**src/rtl/decode_stage.sv**
```systemverilog
// -----------------------------------------------------------------------------
// decode_stage
//   RV64 integer-ALU decode stage. Accepts raw 32-bit instructions from fetch,
//   screens them against the supported OP/OP-IMM/OP-32/OP-IMM-32 encodings,
//   and queues the decoded fields of legal, register-writing instructions in
//   a small FIFO for the ALU. Illegal encodings are dropped, flagged with a
//   one-cycle pulse and tallied in a saturating counter.
//
// Ports
//   clk            rising-edge clock
//   reset          asynchronous active-high reset
//   inst_valid     fetch offers inst this cycle
//   inst[31:0]     raw instruction word
//   inst_ready     decoder accepts inst this cycle
//   out_valid      buffer head holds a decoded instruction
//   regA[4:0]      rs1
//   regB[11:0]     {funct7,rs2} or imm[11:0]
//   opcode[9:0]    {funct3,opcode7}
//   regDest[4:0]   rd
//   out_ready      ALU consumes the buffer head this cycle
//   illegal        one-cycle pulse after an illegal instruction is accepted
//   illegal_count  saturating count of illegal instructions
// -----------------------------------------------------------------------------
module decode_stage #(
    parameter int DEPTH = 2
) (
    input  logic        clk,
    input  logic        reset,
    input  logic        inst_valid,
    input  logic [31:0] inst,
    output logic        inst_ready,
    output logic        out_valid,
    output logic [4:0]  regA,
    output logic [11:0] regB,
    output logic [9:0]  opcode,
    output logic [4:0]  regDest,
    input  logic        out_ready,
    output logic        illegal,
    output logic [15:0] illegal_count
);
    localparam int          PW         = $clog2(DEPTH);
    localparam logic [PW:0] FULL_COUNT = (PW + 1)'(DEPTH);

    logic [31:0]    mem [DEPTH];
    logic [DEPTH-1:0] entry_we;

    logic [PW-1:0]  wr_ptr_reg, wr_ptr_next;
    logic [PW-1:0]  rd_ptr_reg, rd_ptr_next;
    logic [PW:0]    count_reg, count_next;
    logic [31:0]    head_reg, head_next;
    logic           illegal_reg;
    logic [15:0]    illegal_count_reg;

    logic           is_legal;
    logic           accept, push, pop;

    logic [6:0]     op7;
    logic [2:0]     f3;
    logic [6:0]     f7;
    logic [5:0]     f6;

    assign op7 = inst[6:0];
    assign f3  = inst[14:12];
    assign f7  = inst[31:25];
    assign f6  = inst[31:26];

    // Legality screen. OP-IMM shifts use a 6-bit shamt, so only inst[31:26]
    // qualifies them; the 32-bit W forms use the full funct7.
    always_comb begin
        is_legal = 1'b0;
        case (op7)
            7'h13: begin
                case (f3)
                    3'd1:    is_legal = (f6 == 6'h00);
                    3'd5:    is_legal = (f6 == 6'h00) || (f6 == 6'h10);
                    default: is_legal = 1'b1;
                endcase
            end
            7'h1b: begin
                case (f3)
                    3'd0:    is_legal = 1'b1;
                    3'd1:    is_legal = (f7 == 7'h00);
                    3'd5:    is_legal = (f7 == 7'h00) || (f7 == 7'h20);
                    default: is_legal = 1'b0;
                endcase
            end
            7'h33: begin
                is_legal = (f7 == 7'h00) || (f7 == 7'h01) ||
                           ((f7 == 7'h20) && ((f3 == 3'd0) || (f3 == 3'd5)));
            end
            7'h3b: begin
                case (f7)
                    7'h01:   is_legal = (f3 == 3'd0) || (f3 >= 3'd4);
                    7'h00:   is_legal = (f3 == 3'd0) || (f3 == 3'd1) || (f3 == 3'd5);
                    7'h20:   is_legal = (f3 == 3'd0) || (f3 == 3'd5);
                    default: is_legal = 1'b0;
                endcase
            end
            default: is_legal = 1'b0;
        endcase
    end

    // A full buffer still accepts when the head drains in the same cycle.
    assign inst_ready = !reset && ((count_reg != FULL_COUNT) || out_ready);
    assign out_valid  = (count_reg != '0);
    assign accept     = inst_valid && inst_ready;
    assign pop        = out_valid && out_ready;
    // rd=x0 results are architecturally dead, so they never occupy an entry.
    assign push       = accept && is_legal && (inst[11:7] != 5'd0);

    generate
        for (genvar gi = 0; gi < DEPTH; gi++) begin : g_entry_we
            assign entry_we[gi] = push && (wr_ptr_reg == PW'(gi));
        end
    endgenerate

    always_ff @(posedge clk) begin
        for (int i = 0; i < DEPTH; i++) begin
            if (entry_we[i]) begin
                mem[i] <= inst;
            end
        end
    end

    always_comb begin
        wr_ptr_next = wr_ptr_reg;
        rd_ptr_next = rd_ptr_reg;
        count_next  = count_reg;
        head_next   = head_reg;
        if (push) begin
            wr_ptr_next = wr_ptr_reg + PW'(1);
        end
        if (pop) begin
            rd_ptr_next = rd_ptr_reg + PW'(1);
        end
        case ({push, pop})
            2'b10:   count_next = count_reg + (PW + 1)'(1);
            2'b01:   count_next = count_reg - (PW + 1)'(1);
            default: ;
        endcase
        // The head register mirrors the entry that will be at the head next
        // cycle. When the incoming word lands exactly at the new head (buffer
        // was empty, or held one entry that is leaving) it is not in mem yet,
        // so it is bypassed. An empty buffer leaves the head untouched.
        if (count_next != '0) begin
            if (push && (wr_ptr_reg == rd_ptr_next)) begin
                head_next = inst;
            end else begin
                head_next = mem[rd_ptr_next];
            end
        end
    end

    always_ff @(posedge clk or posedge reset) begin
        if (reset) begin
            wr_ptr_reg        <= '0;
            rd_ptr_reg        <= '0;
            count_reg         <= '0;
            head_reg          <= '0;
            illegal_reg       <= 1'b0;
            illegal_count_reg <= '0;
        end else begin
            wr_ptr_reg  <= wr_ptr_next;
            rd_ptr_reg  <= rd_ptr_next;
            count_reg   <= count_next;
            head_reg    <= head_next;
            illegal_reg <= accept && !is_legal;
            if (accept && !is_legal && (illegal_count_reg != 16'hFFFF)) begin
                illegal_count_reg <= illegal_count_reg + 16'd1;
            end
        end
    end

    assign regA          = head_reg[19:15];
    assign regB          = head_reg[31:20];
    assign opcode        = {head_reg[14:12], head_reg[6:0]};
    assign regDest       = head_reg[11:7];
    assign illegal       = illegal_reg;
    assign illegal_count = illegal_count_reg;

endmodule

```
**config.mk**
```make
export PLATFORM = sky130hd
export DESIGN_NAME = decode_stage
export DESIGN_NICKNAME = d
export VERILOG_FILES = /design/src/rtl/decode_stage.sv
export SDC_FILE = /design/constraint.sdc
export NUM_CORES = 1
export LEC_CHECK = 0
export ABC_AREA = 0
export CORE_MARGIN = 8
export CORE_UTILIZATION = 52
export DETAILED_ROUTE_END_ITERATION = 6
export HOLD_SLACK_MARGIN = 0.12
export PLACE_DENSITY = 0.79
export REMOVE_ABC_BUFFERS = 1
export SETUP_SLACK_MARGIN = 0.05
export SKIP_CTS_REPAIR_TIMING = 1
export SYNTH_ARGS = -nofsm -noshare
export SYNTH_HDL_FRONTEND = slang
export SYNTH_SLANG_ARGS = --single-unit
```
**constraint.sdc**
```tcl
create_clock -name clk -period 3.8 [get_ports clk]
set_clock_uncertainty 0.2 [all_clocks]
set_input_delay 0.38 -clock clk [delete_from_list [all_inputs] [get_ports clk]]
set_output_delay 0.38 -clock clk [all_outputs]
set_load 0.02 [all_outputs]
```
After elaboration in Yosys (flattened, before gate mapping)
Memory sizes are Yosys's and may differ from the RTL's.
Index checks and enable logic that the tools add are counted.
W data, S select, Z words.
{"block": "word_totals", "mem_count": 1, "wordCells": 71, "out_inout_bits": 51, "ram_bits": 64, "inputBits": 36, "regBits": 53}
{"block": "classes", "reduce_logical": 29, "bitwise_logic": 1, "order_cmp": 1, "mux": 14, "add_sub_neg": 5, "n_eq_ne": 14}
{"name": "mem", "depth": 2, "word_bits": 32, "read_ports": 1, "rd_ports_with_merged_regs": 0, "write_ports": 1, "line_no": "44", "source": "logic [31:0] mem [DEPTH];"}
{"op": "$mux W32", "n": 2}
{"op": "$reduce_or A32 Y1", "n": 1}
{"op": "$eq A7 B6 Y1 const B", "n": 3}
{"op": "$add A16 B1 Y16 const B", "n": 1}
{"op": "$ne A16 B16 Y1 const B", "n": 1}
{"op": "$eq A7 B5 Y1 const B", "n": 2}
{"op": "$logic_and A1 B1 Y1", "n": 11}
{"op": "$logic_or A1 B1 Y1", "n": 9}
{"op": "$eq A7 B1 Y1 const B", "n": 1}
{"op": "$logic_not A7 Y1", "n": 1}
{"op": "$mux W1", "n": 7}
{"op": "$eq A6 B5 Y1 const B", "n": 1}
{"op": "$logic_not A6 Y1", "n": 1}
{"op": "$pmux W1 S3", "n": 2}
{"op": "$reduce_bool A5 Y1", "n": 1}
{"op": "$pmux W1 S4", "n": 1}
{"op": "$pmux W2 S2", "n": 1}
{"op": "$reduce_bool A2 Y1", "n": 2}
{"op": "$eq A3 B1 Y1 const B", "n": 1}
{"op": "$eq A3 B3 Y1 const B", "n": 1}
{"op": "$ge A3 B3 Y1 const B", "n": 1}
{"op": "$logic_not A3 Y1", "n": 1}
{"op": "$add A1 B1 Y1 const B", "n": 2}
{"op": "$add A2 B1 Y2 const B", "n": 1}
{"op": "8 further kinds", "n": 9}

Longest topological paths before layout
Gate-level depths: netlist of the first run.
{"block": "logic_depth", "depth_word": 12, "ltp_mapped": 14}

Worst setup path before layout of the first run
No wires, ideal clock.
{"block": "synth_path", "path_type": "input to register", "startpoint": "input port reset", "endpoint": "memory mem[0][0], enable pin", "arrival_time_ps": 3903, "n_path_buf": 0, "setup_time_ps": 421, "required_time_ps": 3179, "stages": 5, "path_slack_ps": -725, "cell_sequence": "inv_1 o311ai_0 a21oi_1 nand2_1 nor2_1"}
{"element": "start, declared", "line_no": "28", "source": "input logic reset,"}
{"element": "$logic_not A1 Y1 (no source line)"}
{"element": "$logic_and A1 B1 Y1", "line_no": "104", "source": "assign inst_ready = !reset && ((count_reg != FULL_COUNT) || out_ready);"}
{"element": "$logic_and A1 B1 Y1", "line_no": "106", "source": "assign accept = inst_valid && inst_ready;"}
{"element": "$logic_and A1 B1 Y1 (2 in series)", "line_no": "109", "source": "assign push = accept && is_legal && (inst[11:7] != 5'd0);"}
{"element": "$logic_and A1 B1 Y1", "line_no": "113", "source": "assign entry_we[gi] = push && (wr_ptr_reg == PW'(gi));"}
{"element": "via entry_we[0]", "line_no": "45", "source": "logic [DEPTH-1:0] entry_we;"}
{"element": "$mux W1", "line_no": "119", "source": "if (entry_we[i]) begin"}
{"element": "$mux W1 (implied by the code)", "line_no": "120", "source": "mem[i] <= inst;"}
{"element": "$mux W1 (no source line)"}
{"element": "end, declared", "line_no": "44"}
The timed path passes the listed nets, and every way through them passes these cells.

Worst setup path in the final report of the first run
{"block": "layout_path", "startpoint": "input port inst[29]", "endpoint": "register head_reg[8]"}
{"block": "layout_via", "elab_chain_cells": 9}
{"element": "start, declared", "line_no": "30", "source": "input logic [31:0] inst,"}
{"element": "$eq A7 B6 Y1, or another cell as far along", "line_no": "83, 89, 92"}
{"element": "$logic_or A1 B1 Y1, or another cell as far along", "line_no": "83", "source": "3'd5: is_legal = (f7 == 7'h00) || (f7 == 7'h20);"}
{"element": "$pmux W1 S3, or another cell as far along", "line_no": "80", "source": "case (f3)"}
{"element": "$pmux W1 S4 (*)", "line_no": "71", "source": "case (op7)"}
{"element": "$logic_and A1 B1 Y1 (*) (2 in series)", "line_no": "109"}
{"element": "$eq A2 B1 Y1 or $eq A2 B2 Y1 (tied branches)", "line_no": "136", "source": "case ({push, pop})"}
{"element": "$pmux W2 S2", "line_no": "136"}
{"element": "$reduce_bool A2 Y1", "line_no": "145", "source": "if (count_next != '0) begin"}
{"element": "end signal, assigned", "line_no": "166", "source": "head_reg <= head_next;"}
{"element": "end, declared", "line_no": "50", "source": "logic [31:0] head_reg, head_next;"}
Mark *: on every way between the ends. The rest lies on a longest branch, timed or not.
A chain may end at the register's enable or synchronous reset.

==> key figures, run 1 <==
Floorplan
  • Initial Util: 0.5317
  • Boundary pin count: 87
  • Die height: 113.0 um
  • Rows: 35
  • Die ar.: 0.01276 mm^2
  • Core Box Area: 0.009196 mm^2
  • Die W: 113.0 um

Yosys
  • Most frequent cells after synthesis: 64 x edfxtp_1, 53 x dfrtp_1, 32 x mux2i_1
  • Post-Synthesis Cell Area: 0.004890 mm^2
  • Synthesis Warnings: 0
  • Syn Inst Count: 335
  • Yosys cell types: 47
  • Synth area leader: edfxtp_1
  • Synth top area cells: edfxtp_1 39%, dfrtp_1 27%, mux2i_1 6.6%
  • Post-synth top area share: 0.3930
  • Post-synthesis sequential area ratio: 0.6643
  • Synth async-reset ratio: 0.4530
  • Most common cell in the synthesized netlist: edfxtp_1
  • Synth Area per Inst: 14.60 um^2
  • Number of synthesized register bits: 117
  • EDFF count, synth: 64
  • Synth Flop Type: edfxtp_1

CTS
  • Clk buf depth: 2
  • CTS tree: yes
  • Number of clock sinks: 117
  • Root buffer cell: clkbuf_8
  • CTS Buf Count: 17
  • Htree depth: 4
  • Clock-pin slew on the worst setup and hold paths: 0.06 ns
  • Worst skew pair latency: 0.50 ns

Routing
  • DRC Markers: 0
  • ANT nets after route: 0
  • Drt initial violations: 258
  • Vias: 3425
  • Wire per inst: 20.64 um
  • Final WL: 11.87 mm
  • Drt via density: 5.957
  • First-pass iteration count of the detailed router: 5

STA
  • Fin crit period: 3.548 ns
  • Setup TNS: 0 ns
  • Hold violation total from the final report: 0
  • Slew margin rel.: 0.4763
  • Final Cycle Share: 0.9337
  • Final setup viols: 0
  • Max-slew violation count: 0
  • Worst hold margin: 0.1433 ns
  • Least-Margin Pin Slew: 0.7827 ns
  • RSZ-0062 raised after global routing: false
  • Max Clock Freq: 281.9 MHz

Setup path
  • FF-to-FF Start: count_reg[1]
  • Worst path arrival time: 3.74 ns
  • Crit path max fanout: 10
  • Flop2flop setup slack: 0.54 ns
  • Reg2reg path depth: 13
  • Element type at the critical path start: input pin
  • Worst Setup Path Type: input pin to register
  • End point of the critical path: head_reg[8]
  • CP endpoint kind: register
  • Worst Setup SP: inst[29]
  • R2R Path End: head_reg[8]
  • Worst Path Required: 3.99 ns

Layout
  • # diodes: 0
  • Max reg flops: 64
  • Fraction of layout cells with a size suffix above 1: 0.1638
  • Layout Utilization: 0.7396
  • Final net count: 489
  • Area growth, synth to finish: 39.10%

Hold path
  • Worst hold path type: input pin to register
  • Worst Hold Launch: inst[26]

Power and ir drop
  • Static leakage: 2.715 nW
  • VDD IR-drop max: 0.0004176 V
  • PD cells: 811.5 mW/mm^2

Run status
  • Status: complete, no violations

GRT
  • Vias in the first global route: 3629
  • GRT Util Overall: 0.1934
  • Antenna violations before repair: 0
  • First-pass GRT wire length: 19.09 mm
  • Largest net degree at the start of global routing: 54
  • Global route overflow: 0

Place
  • Final HPWL DP: 7.277 mm
  • Routability congestion estimate: 0.8118
  • IO buf count: 86

Run
  • Max Cap Viol: 0
-- worst max-delay path: stages --
cell and delay, ns:
clkdlybuf4s50_1 0.54, or4_1 0.54, o21ai_1 0.18, nand4_1 0.17
o31ai_4 0.11, or2_2 0.18, nand2_1 0.07, ha_1 0.35
nor2b_1 0.15, a21oi_1 0.13, nor2_1 0.09, a31oi_4 0.21
buf_6 0.16, buf_4 0.18, nand3_1 0.11, o221a_1 0.16
-- area by class of cell --
cell class | instances | area (um^2)
clock buffer | 17 | 414.1
tap | 111 | 138.9
sequential | 117 | 3248
fill | 575 | 2395
timing repair buffer | 114 | 1142
clock inverter | 15 | 275.3
multi-input combinational | 192 | 1549
inverter | 9 | 33.78
-- cell usage in the layout, fill, tap and decap left out, types with 3 or more instances in the layout --
cell type,count
o211ai_1,3
mux2i_1,32
inv_1,8
o221a_1,24
and3_1,6
nor2b_1,3
nand2_1,9
clkinv_4,4
a31oi_1,3
buf_12,5
o221a_2,3
nor2_1,10
nand4_1,6
nor3_1,3
dfrtp_1,53
clkbuf_16,16
xnor2_1,13
clkdlybuf4s50_1,85
and4_1,4
nand3_1,31
a21oi_1,4
bufinv_16,7
xor2_1,5
edfxtp_1,64
buf_4,21
-- worst min path at each step --
stage	to	slack (ns)	depth (start not counted)
after detailed placement	illegal_count[11]	0.28	1
after floorplan	mem[0][0]	0.28	0
after global routing	head_reg[26]	0.13	2
after CTS	mem[0][6]	0.25	1
final	head_reg[26]	0.14	2
after global placement	illegal_count[5]	0.28	1
-- cell families after synthesis --
kind of cell	after synthesis	share of synthesized area
AOI/OAI and AO/OA	49	0.09596
and+or+nand+nor	87	0.09877
buffers and inverters	26	0.02482
xor gates and xnor gates	20	0.04120
adders and majority gates	3	0.007164
muxes	33	0.06781
DFF	117	0.6643
-- where the power goes --
part           internal [W]  leakage [nW]  switching (W)  total (W)
clock network       0.00127         0.333       0.000584    0.00185
logic              0.000949          1.17       0.000962    0.00191
registers           0.00157          1.22       0.000180    0.00175
total               0.00379          2.72        0.00173    0.00552
-- routing by layer --
layer / up-vias / track usage / routed length [um]
met5: - / 0 / 0
met4: 0 / 0.06750 / 197
met3: 21 / 0.08413 / 1060
met2: 168 / 0.3089 / 5695
met1: 1694 / 0.2290 / 4913
li1: 1542 / - / -
-- stage by stage --
step                total power, W  instances  area, um^2  setup slack, ns
floorplan                 0.002857        318        4802           -1.997
global placement          0.003598        542        6085         -0.04663
detailed placement        0.003653        542        6085          -0.1693
CTS                       0.005554        574        6774           0.2472
global route              0.005762        575        6802          0.07471
finish                    0.005519        575        6802           0.2521
Note: power is estimated with default switching activity, not from simulation.
==> run 2: changes to the inputs <==
--- a/config.mk
+++ b/config.mk
@@ -7,10 +7,11 @@
 export LEC_CHECK = 0
 export ABC_AREA = 0
 export CORE_MARGIN = 8
-export CORE_UTILIZATION = 52
+export CORE_UTILIZATION = 55
 export DETAILED_ROUTE_END_ITERATION = 6
+export DONT_BUFFER_PORTS = 1
 export HOLD_SLACK_MARGIN = 0.12
-export PLACE_DENSITY = 0.79
+export PLACE_DENSITY = 0.77
 export REMOVE_ABC_BUFFERS = 1
 export SETUP_SLACK_MARGIN = 0.05
 export SKIP_CTS_REPAIR_TIMING = 1
==> run 2 against run 1 <==
Effect of this change:
- non-clock buffer count down 71
- register-to-register slack worse by 0.02 ns
- clock power down 22%
- utilization down 5.7 points
- total power down 17%
- via count down 11%
- global-route usage down 2.1 points
- sequential cell count unchanged
- first-iteration DRC count down 28%
- count of clock-buffer cells in the layout up 4
- routed wire length down 10%
- combinational power down 43%
- critical path type unchanged
- largest power group is now registers
==> key figures, run 2 (same netlist as run 1, synthesis figures left out) <==
Setup path
  • Worst path arrival time: 3.56 ns
  • Element type at the critical path start: input pin
  • Largest stage delay on the critical path: 0.43 ns
  • Crit-path cells: or2_2, nor4_1, nand2_1, o31ai_4, or2_2, nand2_1, ha_1, nor2b_1, a21oi_1, nor2_1, a31oi_4, nand4_4, o221a_2
  • Critical Path Slowest Stage Cell: nand4_4
  • Worst Setup Path Type: input pin to register
  • Worst Path Required: 3.99 ns
  • CP endpoint kind: register
  • Crit path max fanout: 27

STA
  • Final setup viols: 0
  • Max Clock Freq: 297.2 MHz
  • Final Cycle Share: 0.8855
  • Max-slew violation count: 0
  • Slew margin rel.: 0.3106
  • RSZ-0062 raised after global routing: false
  • Hold violation total from the final report: 0
  • Setup TNS: 0 ns
  • Fin crit period: 3.365 ns
  • Least-Margin Pin Slew: 1.030 ns

Routing
  • Final WL: 10.64 mm
  • ANT nets after route: 0
  • Drt via density: 6.060
  • Wire per inst: 21.19 um
  • First-pass iteration count of the detailed router: 4
  • Vias: 3042
  • DRC Markers: 0
  • Drt initial violations: 186

GRT
  • Global route overflow: 0
  • Vias in the first global route: 3034
  • GRT Util Overall: 0.1728
  • Largest net degree at the start of global routing: 54
  • Antenna violations before repair: 1
  • First-pass GRT wire length: 15.70 mm

Floorplan
  • Rows: 34
  • Die height: 110.3 um
  • Die W: 110.3 um
  • Core Box Area: 0.008678 mm^2
  • Boundary pin count: 87
  • Die ar.: 0.01216 mm^2
  • Initial Util: 0.5634

Layout
  • Non-Filler Instances: 502
  • Area growth, synth to finish: 21.11%
  • Commonest cells after routing, fill and taps aside: 64 x edfxtp_1, 53 x dfrtp_1, 35 x dlygate4sd3_1
  • Max reg flops: 64
  • Commonest non-fill, non-tap cell in the layout: edfxtp_1
  • Fraction of layout cells with a size suffix above 1: 0.1349
  • Final net count: 418

CTS
  • Number of clock sinks: 117
  • Htree depth: 4
  • CTS tree: yes
  • Worst skew pair latency: 0.51 ns
  • Root buffer cell: clkbuf_8
  • CTS Buf Count: 17
  • Clock-pin slew on the worst setup and hold paths: 0.06 ns
  • Clk buf depth: 2

Run status
  • Status: complete, no violations

Place
  • IO buf count: 0
  • Placed Instances: 434
  • Final HPWL DP: 6.475 mm
  • Routability congestion estimate: 0.7532

Power and ir drop
  • Design Power: 0.004582 W
  • PD cells: 773.7 mW/mm^2
  • VDD IR-drop max: 0.0004110 V
  • Static leakage: 2.324 nW

Hold path
  • Worst hold path type: input pin to register

Run
  • Max Cap Viol: 0
[run 2: cell types whose count changed in the layout (fill, tap and decap cells not counted), sizes merged]
cell,change
buf,-19
bufinv,-6
clkbuf,+4
clkdlybuf4s50,-85
clkinv,+1
clkinvlp,+3
diode,+1
dlygate4sd3,+34
dlymetal6s2s,-1
inv,-2
[run 2: area by class of cell]
type                       instances  area [um^2]
sequential                       117         3248
fill                             592         2756
multi-input combinational        192         1538
clock buffer                      21        449.2
timing repair buffer              43        410.4
tap                              108        135.1
clock inverter                    11        105.1
inverter                           9        33.78
antenna                            1        2.502
[run 2: final timing paths]
check | startpoint | to | slack, ns | cells past startpoint
min | inst[11] | wr_ptr_reg | 0.15 | 4
max in group asynchronous | reset | head_reg[9] | 2.59 | 3
max | inst[28] | head_reg[21] | 0.44 | 13
max reg2reg | count_reg[1] | head_reg[21] | 0.52 | 11
min reg2reg | mem[1][6] | head_reg[6] | 0.35 | 2
min in group asynchronous | reset | count_reg[1] | 0.34 | 3
[run 2: worst max-delay path, delay by kind of cell]
kind	cells	cell delay (ns)
AND/OR/NAND/NOR	8	1.80
AO/OA/AOI/OAI	4	0.99
adder cells (fa/ha/maj)	1	0.36
[run 2: stage by stage]
stage | util | cell area, um^2 | hold slack (ns) | worst slack (ns)
after global placement | 0.5779 | 5015 | 0.2790 | 0.05060
after floorplan | - | 4802 | 0.2789 | -1.997
after global routing | 0.6824 | 5922 | 0.1516 | 0.1957
after detailed placement | 0.5779 | 5015 | 0.2791 | -0.09864
after CTS | 0.6417 | 5569 | -0.2622 | 0.2514
final | 0.6824 | 5922 | 0.1508 | 0.4352
[run 2: where the power goes]
part	total [W]	switching (W)	internal, W
sequential	0.00204	0.000470	0.00157
clock	0.00145	0.000549	0.000901
combinational	0.00109	0.000555	0.000535
total	0.00458	0.00157	0.00301
[run 2: per-layer routing]
layer	wire length [um]	global-route usage	up-vias
li1	-	-	1389
met1	4241	0.1973	1534
met2	5188	0.2736	111
met3	1140	0.08430	8
met4	68	0.06946	0
met5	0	0	-
